### config.mk
export PLATFORM = sky130hd
export DESIGN_NAME = stream_bus_demux
export DESIGN_NICKNAME = d
export VERILOG_FILES = /design/src/rtl/stream_bus_demux.sv
export SDC_FILE = /design/constraint.sdc
export NUM_CORES = 1
export LEC_CHECK = 0
export BUFFER_PORTS_ARGS = -buffer_cell sky130_fd_sc_hd__buf_2
export CORE_MARGIN = 10
export CORE_UTILIZATION = 30
export CTS_BUF_LIST = sky130_fd_sc_hd__clkbuf_16
export CTS_CLUSTER_SIZE = 20
export DETAILED_ROUTE_END_ITERATION = 10
export SLEW_MARGIN = 5
export SYNTH_ARGS = -nofsm -noshare
export SYNTH_HDL_FRONTEND = slang
export SYNTH_SLANG_ARGS = --single-unit
export TNS_END_PERCENT = 100
### constraint.sdc
create_clock -name CLK -period 3.1 [get_ports CLK]
set_input_delay 0 -clock CLK [delete_from_list [all_inputs] [get_ports CLK]]
set_output_delay 0 -clock CLK [all_outputs]
set_load 0.02 [all_outputs]
### src/rtl/stream_bus_demux.sv
// stream_bus_demux
//   Steers each word of one valid/ready input stream to one of NUM_CH output
//   channels chosen per word by SEL. Every channel has its own DEPTH-entry
//   circular FIFO, so a stalled consumer only blocks its own channel.
//
// Ports
//   CLK        clock, all state changes on the rising edge
//   RST_N      asynchronous active-low reset; empties every FIFO
//   Y          input data word
//   Y_VALID    input word present
//   Y_READY    the channel addressed by SEL can take the word (combinational)
//   SEL        destination channel for Y
//   OUT_DATA   channel i head word at [i*BUS_WIDTH +: BUS_WIDTH]
//   OUT_VALID  bit i set while channel i FIFO is non-empty
//   OUT_READY  bit i: consumer i takes the head word
//   SEL_ERR    sticky flag, a word with an out-of-range SEL was dropped
//   ERR_CLR    synchronous clear of SEL_ERR (a same-cycle drop wins)
module stream_bus_demux #(
  parameter  int BUS_WIDTH = 8,
  parameter  int NUM_CH    = 4,
  parameter  int DEPTH     = 4,
  localparam int SEL_W     = $clog2(NUM_CH)
) (
  input  logic                        CLK,
  input  logic                        RST_N,
  input  logic [BUS_WIDTH-1:0]        Y,
  input  logic                        Y_VALID,
  output logic                        Y_READY,
  input  logic [SEL_W-1:0]            SEL,
  output logic [NUM_CH*BUS_WIDTH-1:0] OUT_DATA,
  output logic [NUM_CH-1:0]           OUT_VALID,
  input  logic [NUM_CH-1:0]           OUT_READY,
  output logic                        SEL_ERR,
  input  logic                        ERR_CLR
);

  localparam int PTR_W = $clog2(DEPTH);
  localparam int CNT_W = $clog2(DEPTH + 1);
  localparam logic [CNT_W-1:0] FULL_CNT = CNT_W'(DEPTH);

  logic [BUS_WIDTH-1:0] mem    [NUM_CH][DEPTH];
  logic [PTR_W-1:0]     wr_ptr [NUM_CH];
  logic [PTR_W-1:0]     rd_ptr [NUM_CH];
  logic [CNT_W-1:0]     count  [NUM_CH];

  logic [NUM_CH-1:0] push;
  logic [NUM_CH-1:0] pop;
  logic              sel_ok;
  logic              ready_sel;
  logic              drop;

  // Decode SEL against every channel index instead of indexing count[SEL],
  // so an out-of-range SEL (non power-of-2 NUM_CH) never indexes past the
  // arrays and simply reads as "ready, no channel".
  always_comb begin
    sel_ok    = 1'b0;
    ready_sel = 1'b1;
    push      = '0;
    for (int i = 0; i < NUM_CH; i++) begin
      if (SEL == SEL_W'(i)) begin
        sel_ok    = 1'b1;
        ready_sel = (count[i] != FULL_CNT);
        push[i]   = Y_VALID && (count[i] != FULL_CNT);
      end
    end
  end

  assign Y_READY = ready_sel;
  assign drop    = Y_VALID && !sel_ok;

  always_comb begin
    pop       = '0;
    OUT_VALID = '0;
    OUT_DATA  = '0;
    for (int i = 0; i < NUM_CH; i++) begin
      OUT_VALID[i] = (count[i] != '0);
      pop[i]       = OUT_READY[i] && (count[i] != '0);
      OUT_DATA[i*BUS_WIDTH +: BUS_WIDTH] = mem[i][rd_ptr[i]];
    end
  end

  // DEPTH is a power of 2, so pointer wrap from DEPTH-1 to 0 is the natural
  // PTR_W-bit rollover.
  always_ff @(posedge CLK or negedge RST_N) begin
    if (!RST_N) begin
      for (int i = 0; i < NUM_CH; i++) begin
        wr_ptr[i] <= '0;
        rd_ptr[i] <= '0;
        count[i]  <= '0;
        for (int j = 0; j < DEPTH; j++) begin
          mem[i][j] <= '0;
        end
      end
      SEL_ERR <= 1'b0;
    end else begin
      for (int i = 0; i < NUM_CH; i++) begin
        if (push[i]) begin
          mem[i][wr_ptr[i]] <= Y;
          wr_ptr[i]         <= wr_ptr[i] + PTR_W'(1);
        end
        if (pop[i]) begin
          rd_ptr[i] <= rd_ptr[i] + PTR_W'(1);
        end
        case ({push[i], pop[i]})
          2'b10:   count[i] <= count[i] + CNT_W'(1);
          2'b01:   count[i] <= count[i] - CNT_W'(1);
          default: count[i] <= count[i];
        endcase
      end
      if (drop) begin
        SEL_ERR <= 1'b1;
      end else if (ERR_CLR) begin
        SEL_ERR <= 1'b0;
      end
    end
  end

endmodule
==> summary.md, run 1 <==
| Metric | Value |
|---|---|
| Count leader, synth | `dfrtp_1` |
| Final nets | `572` |
| Clk buf depth | `2` |
| Max frequency | `between 400 and 500 MHz` |
| H-tree levels | `4` |
| Die height | `179 um` |
| Syn_nets | `514` |
| Prevailing post-synth register cell | `dfrtp_1` |
| CTS sink count | `157` |
| Setup violators final | `0` |
| Die Width | `179 um` |
| Setup crit end kind | `flop` |
| DRT Pass-1 Iters | `4` |
| Power, Total | `9.55 mW` |
| Max-slew violations | `0` |
| Unrepaired setup endpoints after global routing | `no` |
| TritonCTS Buffers | `17` |
| Final period util | `0.764` |
| Number of synthesized flops with an enable pin | `0` |
| Avg Cell Area, Syn | `16.0 sq um` |
| Clock Skews | `approximately 0.011 ns` |
| Relative max-transition margin | `0.421` |
| Initial Util | `0.302` |
| Vias in the first global route | `4723` |
| Layout cells sized above 1 | `0.491` |
| TritonCTS clock tree | `done` |
| Vias per inst | `4.64` |
| All-Layer GR Usage | `0.109` |
| Final Hold Fails | `0` |
| Number of max-cap violations | `0` |
| Vias | `4054` |
| Root buf cell | `clkbuf_16` |
| I/O Buffers | `between 50 and 60` |
| Crit-path max FO | `5` |
| Buffers inserted by post-CTS timing repair | `0` |
| Synthesis-stage register bit count | `157` |
| Pwr Density | `1090 nW/um^2` |
| Synth warnings | `0` |
| Final WL | `16400 um` |
| Detailed Place HPWL | `11700 um` |
| Core ar. | `approximately 25000 sq um` |
| ANT nets after route | `0` |
| Clock transition at path regs | `0.06 ns` |
| Hold_buf cts | `5` |
| DR WL/cell | `18.8 um` |
| Post-CTS sizing | `0` |
| IO Pins | `56` |
| GPL Wtd Cong | `just over 0.7` |
| FP Rows | `58` |
| Syn Std Cell Area | `between 7000 and 8000 sq um` |
| Crit start category | `flop` |
| Remaining DRCs | `0` |
| Leakage | `around 3.8 nW` |
| Final Critical Period | `2.37 ns` |
| Iter 0 DRT Violations | `around 170` |
| Top cells by instance count after synthesis | `dfrtp_1, mux2_2, mux4_2` |
| Synth area leaders | `dfrtp_1, mux2_2, mux4_2, mux2_4, ha_1` |
| Status | `finished clean` |
| Clock latency on the worst-skew pair | `0.43 ns` |
| Crit path kind | `flop to flop` |
| Hold Crit Class | `primary input to flop` |
| Cell variety after synth | `35` |
| Post-synthesis sequential area ratio | `0.519` |
| GRT overflow | `0` |
| Global-route wire length before repair | `26800 um` |
| Largest net degree at the start of global routing | `94` |
| Leading area contributor after synthesis | `dfrtp_1` |
| Area growth from synthesis to layout | `15.4%` |
| Crit path DAT | `approximately 2.7 ns` |
| Yosys top cell area share | `0.519` |
| Initial antenna violation count | `2` |
| Die area | `between 30000 and 40000 sq um` |
| Cell count after synthesis | `between 400 and 500` |
| Worst Tran Pin Value | `0.868 ns` |
| TNS Setup | `0 ns` |
| Post-synth ARST share | `1.00` |
| Peak VDD IR | `about 0.00038 V` |
| Final core occ | `0.349` |
| CP Data Required Time | `3.44 ns` |
## power by group
part / switching (mW) / internal (mW) / total [mW]
combinational: 1.74 / 2.07 / 3.81
sequential: 0.838 / 3.05 / 3.89
clock: 0.791 / 1.07 / 1.86
## worst paths after layout
| kind | startpoint | end | slack, ns | cells after the start |
|---|---|---|---|---|
| worst max-delay path | count[0]$_DFFE_PN0P_ | count[2]$_DFFE_PN0P_ | 0.73 | 9 |
| min in group asynchronous | RST_N | count[9]$_DFFE_PN0P_ | 0.20 | 2 |
| worst max register to register | count[0]$_DFFE_PN0P_ | count[2]$_DFFE_PN0P_ | 0.73 | 9 |
| worst min-delay path | OUT_READY[2] | rd_ptr[3]$_DFFE_PN0P_ | 0.05 | 4 |
| worst min register to register | mem[30]$_DFFE_PN0P_ | mem[30]$_DFFE_PN0P_ | 0.49 | 1 |
| max in group asynchronous | RST_N | mem[79]$_DFFE_PN0P_ | 1.98 | 3 |
## area by class of cell
cell class	count	area, sq um
clock buffer	17	425
antenna	1	2.50
sequential	157	3930
tap	330	413
inverter	24	90.1
clock inverter	14	88.8
timing repair buffer	63	367
multi-input combinational	267	3420
fill	2397	16300
## through the flow
step	instances	worst slack (ns)	hold WS (ns)	area [sq um]
final	873	0.730	0.0490	8730
after global routing	872	0.543	0.0550	8730
after CTS	872	0.710	0.0322	8730
after detailed placement	836	0.730	0.132	8160
after global placement	836	0.858	0.111	8160
after floorplan	472	0.947	-0.296	7570
## registers in the layout (all words and copies together), names as in the netlist
| register | count |
|---|---|
| SEL_ERR | 1 |
| count | 12 |
| rd_ptr | 8 |
| wr_ptr | 8 |
| mem | 128 |
## layout by cell type, fill, tap and decap left out, types with 12 or more instances in the layout
| master | count |
|---|---|
| mux2_4 | 32 |
| buf_2 | 54 |
| mux4_2 | 33 |
| mux2_2 | 98 |
| xor2_1 | 12 |
| xnor2_1 | 12 |
| clkbuf_16 | 17 |
| dfrtp_1 | 157 |
| inv_1 | 27 |
| ha_1 | 20 |
## routing by layer
metal,vias up,share of wire,global-route usage
li1,1813,-,-
met1,2163,0.44,0.132
met2,60,0.51,0.184
met3,18,0.034,0.0282
met4,0,0.015,0.0403
met5,-,0,0
## worst max-delay path, cell delays in order, from the launching register on
cell     delay (ns)
dfrtp_1        0.45
nor3b_4        0.52
nor3b_2        0.14
inv_1          0.09
ha_1           0.18
inv_1          0.07
fa_1           0.38
xor2_1         0.16
nor2_1         0.13
xor2_1         0.16
## cells by family after synthesis
family          Yosys count  synth area share
buf+inv                  48            0.0294
xor+xnor                 24            0.0278
compound gates            6           0.00595
mux                     167             0.313
fa+ha+maj                24            0.0437
flops                   157             0.519
simple gates             46            0.0608
Power figures use the tool's default switching activity.
==> run 2, diff against run 1 <==
--- a/config.mk
+++ b/config.mk
@@ -5,6 +5,7 @@
 export SDC_FILE = /design/constraint.sdc
 export NUM_CORES = 1
 export LEC_CHECK = 0
+export ABC_AREA = 1
 export BUFFER_PORTS_ARGS = -buffer_cell sky130_fd_sc_hd__buf_2
 export CORE_MARGIN = 10
 export CORE_UTILIZATION = 30
==> constraint.sdc (replaced) <==
create_clock -name CLK -period 2.3 [get_ports CLK]
set_input_delay 0 -clock CLK [delete_from_list [all_inputs] [get_ports CLK]]
set_output_delay 0 -clock CLK [all_outputs]
set_load 0.02 [all_outputs]
==> summary.md, run 2 <==
| Metric | Value |
|---|---|
| Status | `finished clean` |
| Leading area contributor after synthesis | `dfrtp_1` |
| DP Area | `8740 sq um` |
| Largest Register | `mem` |
| Vias in the first global route | `6783` |
| Prevailing post-synth register cell | `dfrtp_1` |
| TNS Setup | `0 ns` |
| FF-to-FF setup slack | `~0.27 ns` |
| Vias | `7038` |
| Storage cell area | `3930 sq um` |
| I/O Buffers | `55` |
| Crit-path max FO | `3` |
| Number of synthesized flops with an enable pin | `0` |
| Max-slew violations | `0` |
| Power, Total | `roughly 14 mW` |
| Post-synthesis sequential area ratio | `0.475` |
| Area growth from synthesis to layout | `13.9%` |
| Setup violators final | `0` |
| Synth warnings | `0` |
| Count leader, synth | `nand2_1` |
| DRT Pass-1 Iters | `5` |
| Layout cells sized above 1 | `0.150` |
| Inst Count DP | `1306` |
| Remaining DRCs | `0` |
| CP Cell Sequence | `nor2_2 > a21oi_4 > nand2_1 > ha_1 > inv_1 > fa_1 > or2_2 > nand2_1 > xor2_1` |
| Final Hold Fails | `0` |
| ANT nets after route | `0` |
| Final WL | `24000 um` |
| Max frequency | `492 MHz` |
| Root buf cell | `clkbuf_16` |
| Detailed Place HPWL | `14900 um` |
| Synth area leaders | `dfrtp_1, nand2_1, nand4_1, o21ai_0, nor2_1` |
| Hold Crit Class | `primary input to flop` |
| Final period util | `0.884` |
| CP Data Required Time | `2.66 ns` |
| WP depth | `9` |
| Crit start category | `flop` |
| Buffers & Inverters on Critical Path | `1` |
| Relative max-transition margin | `0.603` |
| Post-route cell area | `about 9400 sq um` |
| Initial antenna violation count | `1` |
| TritonCTS Buffers | `17` |
| Fin Hold WS | `0.0291 ns` |
| Clk buf depth | `2` |
| CP max stage cell | `dfrtp_1` |
| Reg2Reg Depth | `9` |
| Synthesis-stage register bit count | `approximately 160` |
| Clock latency on the worst-skew pair | `0.43 ns` |
| R2R Path Start | `count[0]$_DFFE_PN0P_` |
| Crit path launch | `count[0]$_DFFE_PN0P_` |
| TritonCTS clock tree | `done` |
| Die height | `186 um` |
| Worst Tran Pin Value | `slightly below 0.6 ns` |
| Finished Layout Cells | `1347` |
| Final Critical Period | `2.03 ns` |
| Core ar. | `roughly 27000 sq um` |
| Post-CTS sizing | `0` |
| Post-synth ARST share | `1.00` |
| Clock Skews | `0.00879 ns` |
| All-Layer GR Usage | `0.143` |
| H-tree levels | `4` |
| Unrepaired setup endpoints after global routing | `no` |
| Delay-heaviest family, CP | `simple AND/OR/NAND/NOR gates` |
| Number of flip-flops in the largest register | `128` |
| Largest net degree at the start of global routing | `58` |
| Number of max-cap violations | `0` |
| Clock transition at path regs | `0.07 ns` |
| Worst path most repeated cell | `nand2_1` |
| Peak VDD IR | `0.000515 V` |
| Leakage | `about 4.6 nW` |
| WHS Path Cells | `3` |
| GRT overflow | `0` |
| Crit path kind | `flop to flop` |
| Global-route wire length before repair | `38900 um` |
| CTS sink count | `157` |
| CP peak stage delay | `0.41 ns` |
| IO Pins | `56` |
| Area occupied by multi-input gates | `3750 sq um` |
| Syn_nets | `1004` |
| Most frequent cells in the layout | `nand2_1, dfrtp_1, nand4_1` |
| Biggest regs | `mem (128), count (12)` |
| Top cells by instance count after synthesis | `nand2_1, dfrtp_1, nand4_1` |
| FP Rows | `60` |
| Setup crit end kind | `flop` |
| Pwr Density | `1480 nW/um^2` |
| DR WL/cell | `around 18 um` |
| Final nets | `~1000` |
| Iter 0 DRT Violations | `between 700 and 800` |
| Crit path DAT | `2.39 ns` |
| Avg Cell Area, Syn | `8.59 sq um` |
| Critical hold path startpoint | `Y[6]` |
| # fillers | `2807` |
| Cell count after synthesis | `962` |
| Syn Std Cell Area | `8260 sq um` |
| Cell variety after synth | `30` |
| Yosys top cell area share | `0.475` |
| Die Width | `186 um` |
| Initial Util | `0.306` |
| Die area | `34600 sq um` |
| Vias per inst | `5.22` |
| GPL Wtd Cong | `0.791` |
| Most common cell after layout, fill and taps aside | `nand2_1` |
## run 2: cell types whose count changed in the layout (fill, tap and decap cells not counted), sizes merged, moves of 7 or more
cell    change
xnor2       -8
clkinv      -7
inv        +22
buf        +18
nor2       +74
o21ai      +74
nand4     +145
mux2      -132
nand2     +299
mux4       -33
o22ai      +32
## run 2: cell families (layout without fill, tap and decap cells)
kind of cell,after synthesis,after routing,share of synthesized area
flops,157,157,0.475
xor+xnor,12,12,0.0127
buf+inv,116,158,0.0706
simple gates,539,539,0.322
compound gates,114,114,0.0793
fa+ha+maj,24,24,0.0400
other cells,0,2,0
## run 2: cell type report
cell class,instances,share of cell area
clock inverters,15,0.0187
multi-input cells,689,0.399
flip-flops and latches,157,0.417
repair buffers,83,0.0557
diodes,2,0.000532
well taps,341,0.0453
inverters,43,0.0187
clock buffers,17,0.0452
## run 2: worst paths after layout
path | endpoint
worst max-delay path | count[2]$_DFFE_PN0P_
worst min-delay path | mem[86]$_DFFE_PN0P_
worst max register to register | count[2]$_DFFE_PN0P_
worst min register to register | mem[77]$_DFFE_PN0P_
max in group asynchronous | mem[68]$_DFFE_PN0P_
min in group asynchronous | mem[66]$_DFFE_PN0P_
## run 2: metrics by stage
stage	worst slack, ns	utilization
floorplan	0.286	-
global placement	0.333	0.323
detailed placement	0.276	0.323
CTS	0.246	0.348
global route	0.114	0.348
finish	0.267	0.348
## run 2: what timing repair did
action | CTS | global route
hold buffers | 7 | 0
buffers inserted | 0 | 0
endpoints found under the hold margin | 64 | 0
## run 2: power breakdown
part	switching, mW	internal (mW)
Sequential	0.883	4.01
Clock	1.29	1.64
Combinational	4.08	2.00
## run 2: per-layer routing
layer | up-vias | track usage | routed length, um
li1 | 3331 | - | -
met3 | 10 | 0.0345 | 1670
met1 | 3459 | 0.199 | 11000
met5 | - | 0 | 0
met2 | 238 | 0.216 | 11200
met4 | 0 | 0.0355 | 174
## run 2: tightest hold or removal path, delay by kind of cell
family                 cells  cell delay (ns)
buffers and inverters      1             0.23
and+or+nand+nor            2             0.19
==> run 3, diff against run 2 <==
--- a/config.mk
+++ b/config.mk
@@ -12,6 +12,7 @@
 export CTS_BUF_LIST = sky130_fd_sc_hd__clkbuf_16
 export CTS_CLUSTER_SIZE = 20
 export DETAILED_ROUTE_END_ITERATION = 10
+export PLACE_DENSITY = 0.44
 export SLEW_MARGIN = 5
 export SYNTH_ARGS = -nofsm -noshare
 export SYNTH_HDL_FRONTEND = slang
==> summary.md, run 3 (same netlist as run 2, synthesis figures left out) <==
| Metric | Value |
|---|---|
| Vias in the first global route | `between 6000 and 7000` |
| Initial Util | `0.306` |
| Logic gate share of total power | `0.438` |
| N_diodes | `0` |
| Internal | `7.73 mW` |
| Power, Total | `approximately 14 mW` |
| Max-slew violations | `0` |
| Largest net degree at the start of global routing | `75` |
| Hold Crit Class | `primary input to flop` |
| Max frequency | `491 MHz` |
| Clock Skews | `0.0112 ns` |
| Final Critical Period | `slightly above 2 ns` |
| DR WL/cell | `roughly 19 um` |
| Root buf cell | `clkbuf_16` |
| IO Pins | `56` |
| Fin worst setup slack | `0.262 ns` |
| Number of max-cap violations | `0` |
| Final WL | `25600 um` |
| Clock transition at path regs | `approximately 0.070 ns` |
| Biggest regs | `mem (128), count (12)` |
| Die Width | `186 um` |
| Status | `finished clean` |
| Clock Power Share | `0.212` |
| Reg power frac | `0.349` |
| Initial antenna violation count | `0` |
| Setup violators final | `0` |
| Area growth from synthesis to layout | `14.4%` |
| Clock latency on the worst-skew pair | `0.44 ns` |
| TNS Setup | `0 ns` |
| Iter 0 DRT Violations | `562` |
| # fillers | `roughly 2900` |
| P_sw | `approximately 6.3 mW` |
| Unrepaired setup endpoints after global routing | `no` |
| Relative max-transition margin | `0.427` |
| Detailed Place HPWL | `15900 um` |
| Dpl ws | `between 0.2 and 0.3 ns` |
| Sw Ratio | `0.451` |
| All-Layer GR Usage | `0.153` |
| FF-to-FF setup slack | `0.26 ns` |
| Area occupied by multi-input gates | `around 3800 sq um` |
| Core ar. | `roughly 27000 sq um` |
| Setup crit end kind | `flop` |
| Pwr Density | `1490 nW/um^2` |
| FP Rows | `60` |
| Final nets | `1037` |
| Peak VDD IR | `0.000537 V` |
| Die height | `186 um` |
| I/O Buffers | `between 50 and 60` |
| Global-route wire length before repair | `41300 um` |
| CTS sink count | `157` |
| Final core occ | `0.350` |
| Die area | `34600 sq um` |
| Most common cell after layout, fill and taps aside | `nand2_1` |
| ANT nets after route | `0` |
| Clk buf depth | `2` |
| TritonCTS Buffers | `17` |
| Crit path DAT | `2.39 ns` |
| GRT overflow | `0` |
| DRT Pass-1 Iters | `5` |
| GPL Wtd Cong | `0.739` |
| H-tree levels | `4` |
| Final period util | `0.886` |
| CP Data Required Time | `about 2.7 ns` |
| Worst Tran Pin Value | `0.859 ns` |
| Remaining DRCs | `0` |
| Crit-path max FO | `3` |
| TritonCTS clock tree | `done` |
| Largest Register | `mem` |
| Crit path kind | `flop to flop` |
| Finished Layout Cells | `1349` |
| Storage cell area | `3930 sq um` |
| Number of flip-flops in the largest register | `128` |
| Buffers inserted by post-CTS timing repair | `0` |
| Final Hold Fails | `0` |
| Leakage | `4.67 nW` |
| Most frequent cells in the layout | `nand2_1, dfrtp_1, nand4_1` |
| Vias | `6864` |
| Vias per inst | `5.09` |
| Layout cells sized above 1 | `0.154` |
| Inst Count DP | `1311` |
| Crit start category | `flop` |
-- run 3: changes by cell type in the layout (fill, tap and decap cells not counted), sizes merged --
cell / previous run / this run
buf: 76 / 81
clkinvlp: 4 / 1
diode: 2 / 0
inv: 49 / 51
clkinv: 2 / 3
dlygate4sd3: 7 / 6
-- run 3: path summary, 6_finish.rpt --
path / startpoint / endpoint / depth (start not counted)
worst max-delay path: count[0]$_DFFE_PN0P_ / count[2]$_DFFE_PN0P_ / 9
worst min-delay path: Y[0] / mem[112]$_DFFE_PN0P_ / 3
worst max register to register: count[0]$_DFFE_PN0P_ / count[2]$_DFFE_PN0P_ / 9
worst min register to register: mem[47]$_DFFE_PN0P_ / mem[47]$_DFFE_PN0P_ / 2
max in group asynchronous: RST_N / mem[12]$_DFFE_PN0P_ / 3
min in group asynchronous: RST_N / mem[69]$_DFFE_PN0P_ / 2
-- run 3: layer usage --
metal	track usage	part of all wire	vias to the layer above	routed length (um)
li1	-	-	3331	-
met1	0.222	0.50	3361	12800
met2	0.233	0.45	159	11500
met3	0.0281	0.042	13	1090
met4	0.0306	0.0080	0	206
met5	0	0	-	0
-- run 3: what timing repair did --
item	in CTS	in global routing
endpoints found under the setup margin	0	0
hold endpoints to repair	70	0
hold buffers	6	0
resized for setup	0	0
-- run 3: metrics by stage --
stage / hold slack [ns] / area [sq um]
after floorplan: -0.296 / 8260
after detailed placement: 0.0572 / 8790
after global placement: 0.0542 / 8790
final: 0.0549 / 9450
after CTS: 0.0468 / 9450
after global routing: 0.0594 / 9450
-- run 3: layout make-up --
class                      count  area share
timing repair buffer          87      0.0597
clock inverter                15      0.0188
inverter                      43      0.0187
multi-input combinational    689       0.397
sequential                   157       0.416
tap                          341      0.0451
clock buffer                  17      0.0450
-- run 3: worst max-delay path: stages (launching register included) --
cell,delay (ns)
dfrtp_1,0.41
nor2_2,0.26
a21oi_4,0.08
nand2_1,0.09
ha_1,0.15
inv_1,0.06
fa_1,0.37
or2_2,0.30
nand2_1,0.08
xor2_1,0.14
-- run 3: power groups by stage --
stage	logic, mW	clock network [mW]	registers, mW
finish	6.17	2.99	4.91
global route	6.96	3.18	5.09
CTS	6.27	3.06	4.91
detailed placement	6.25	0	4.94
global placement	6.21	0	4.94
floorplan	4.36	0	4.64
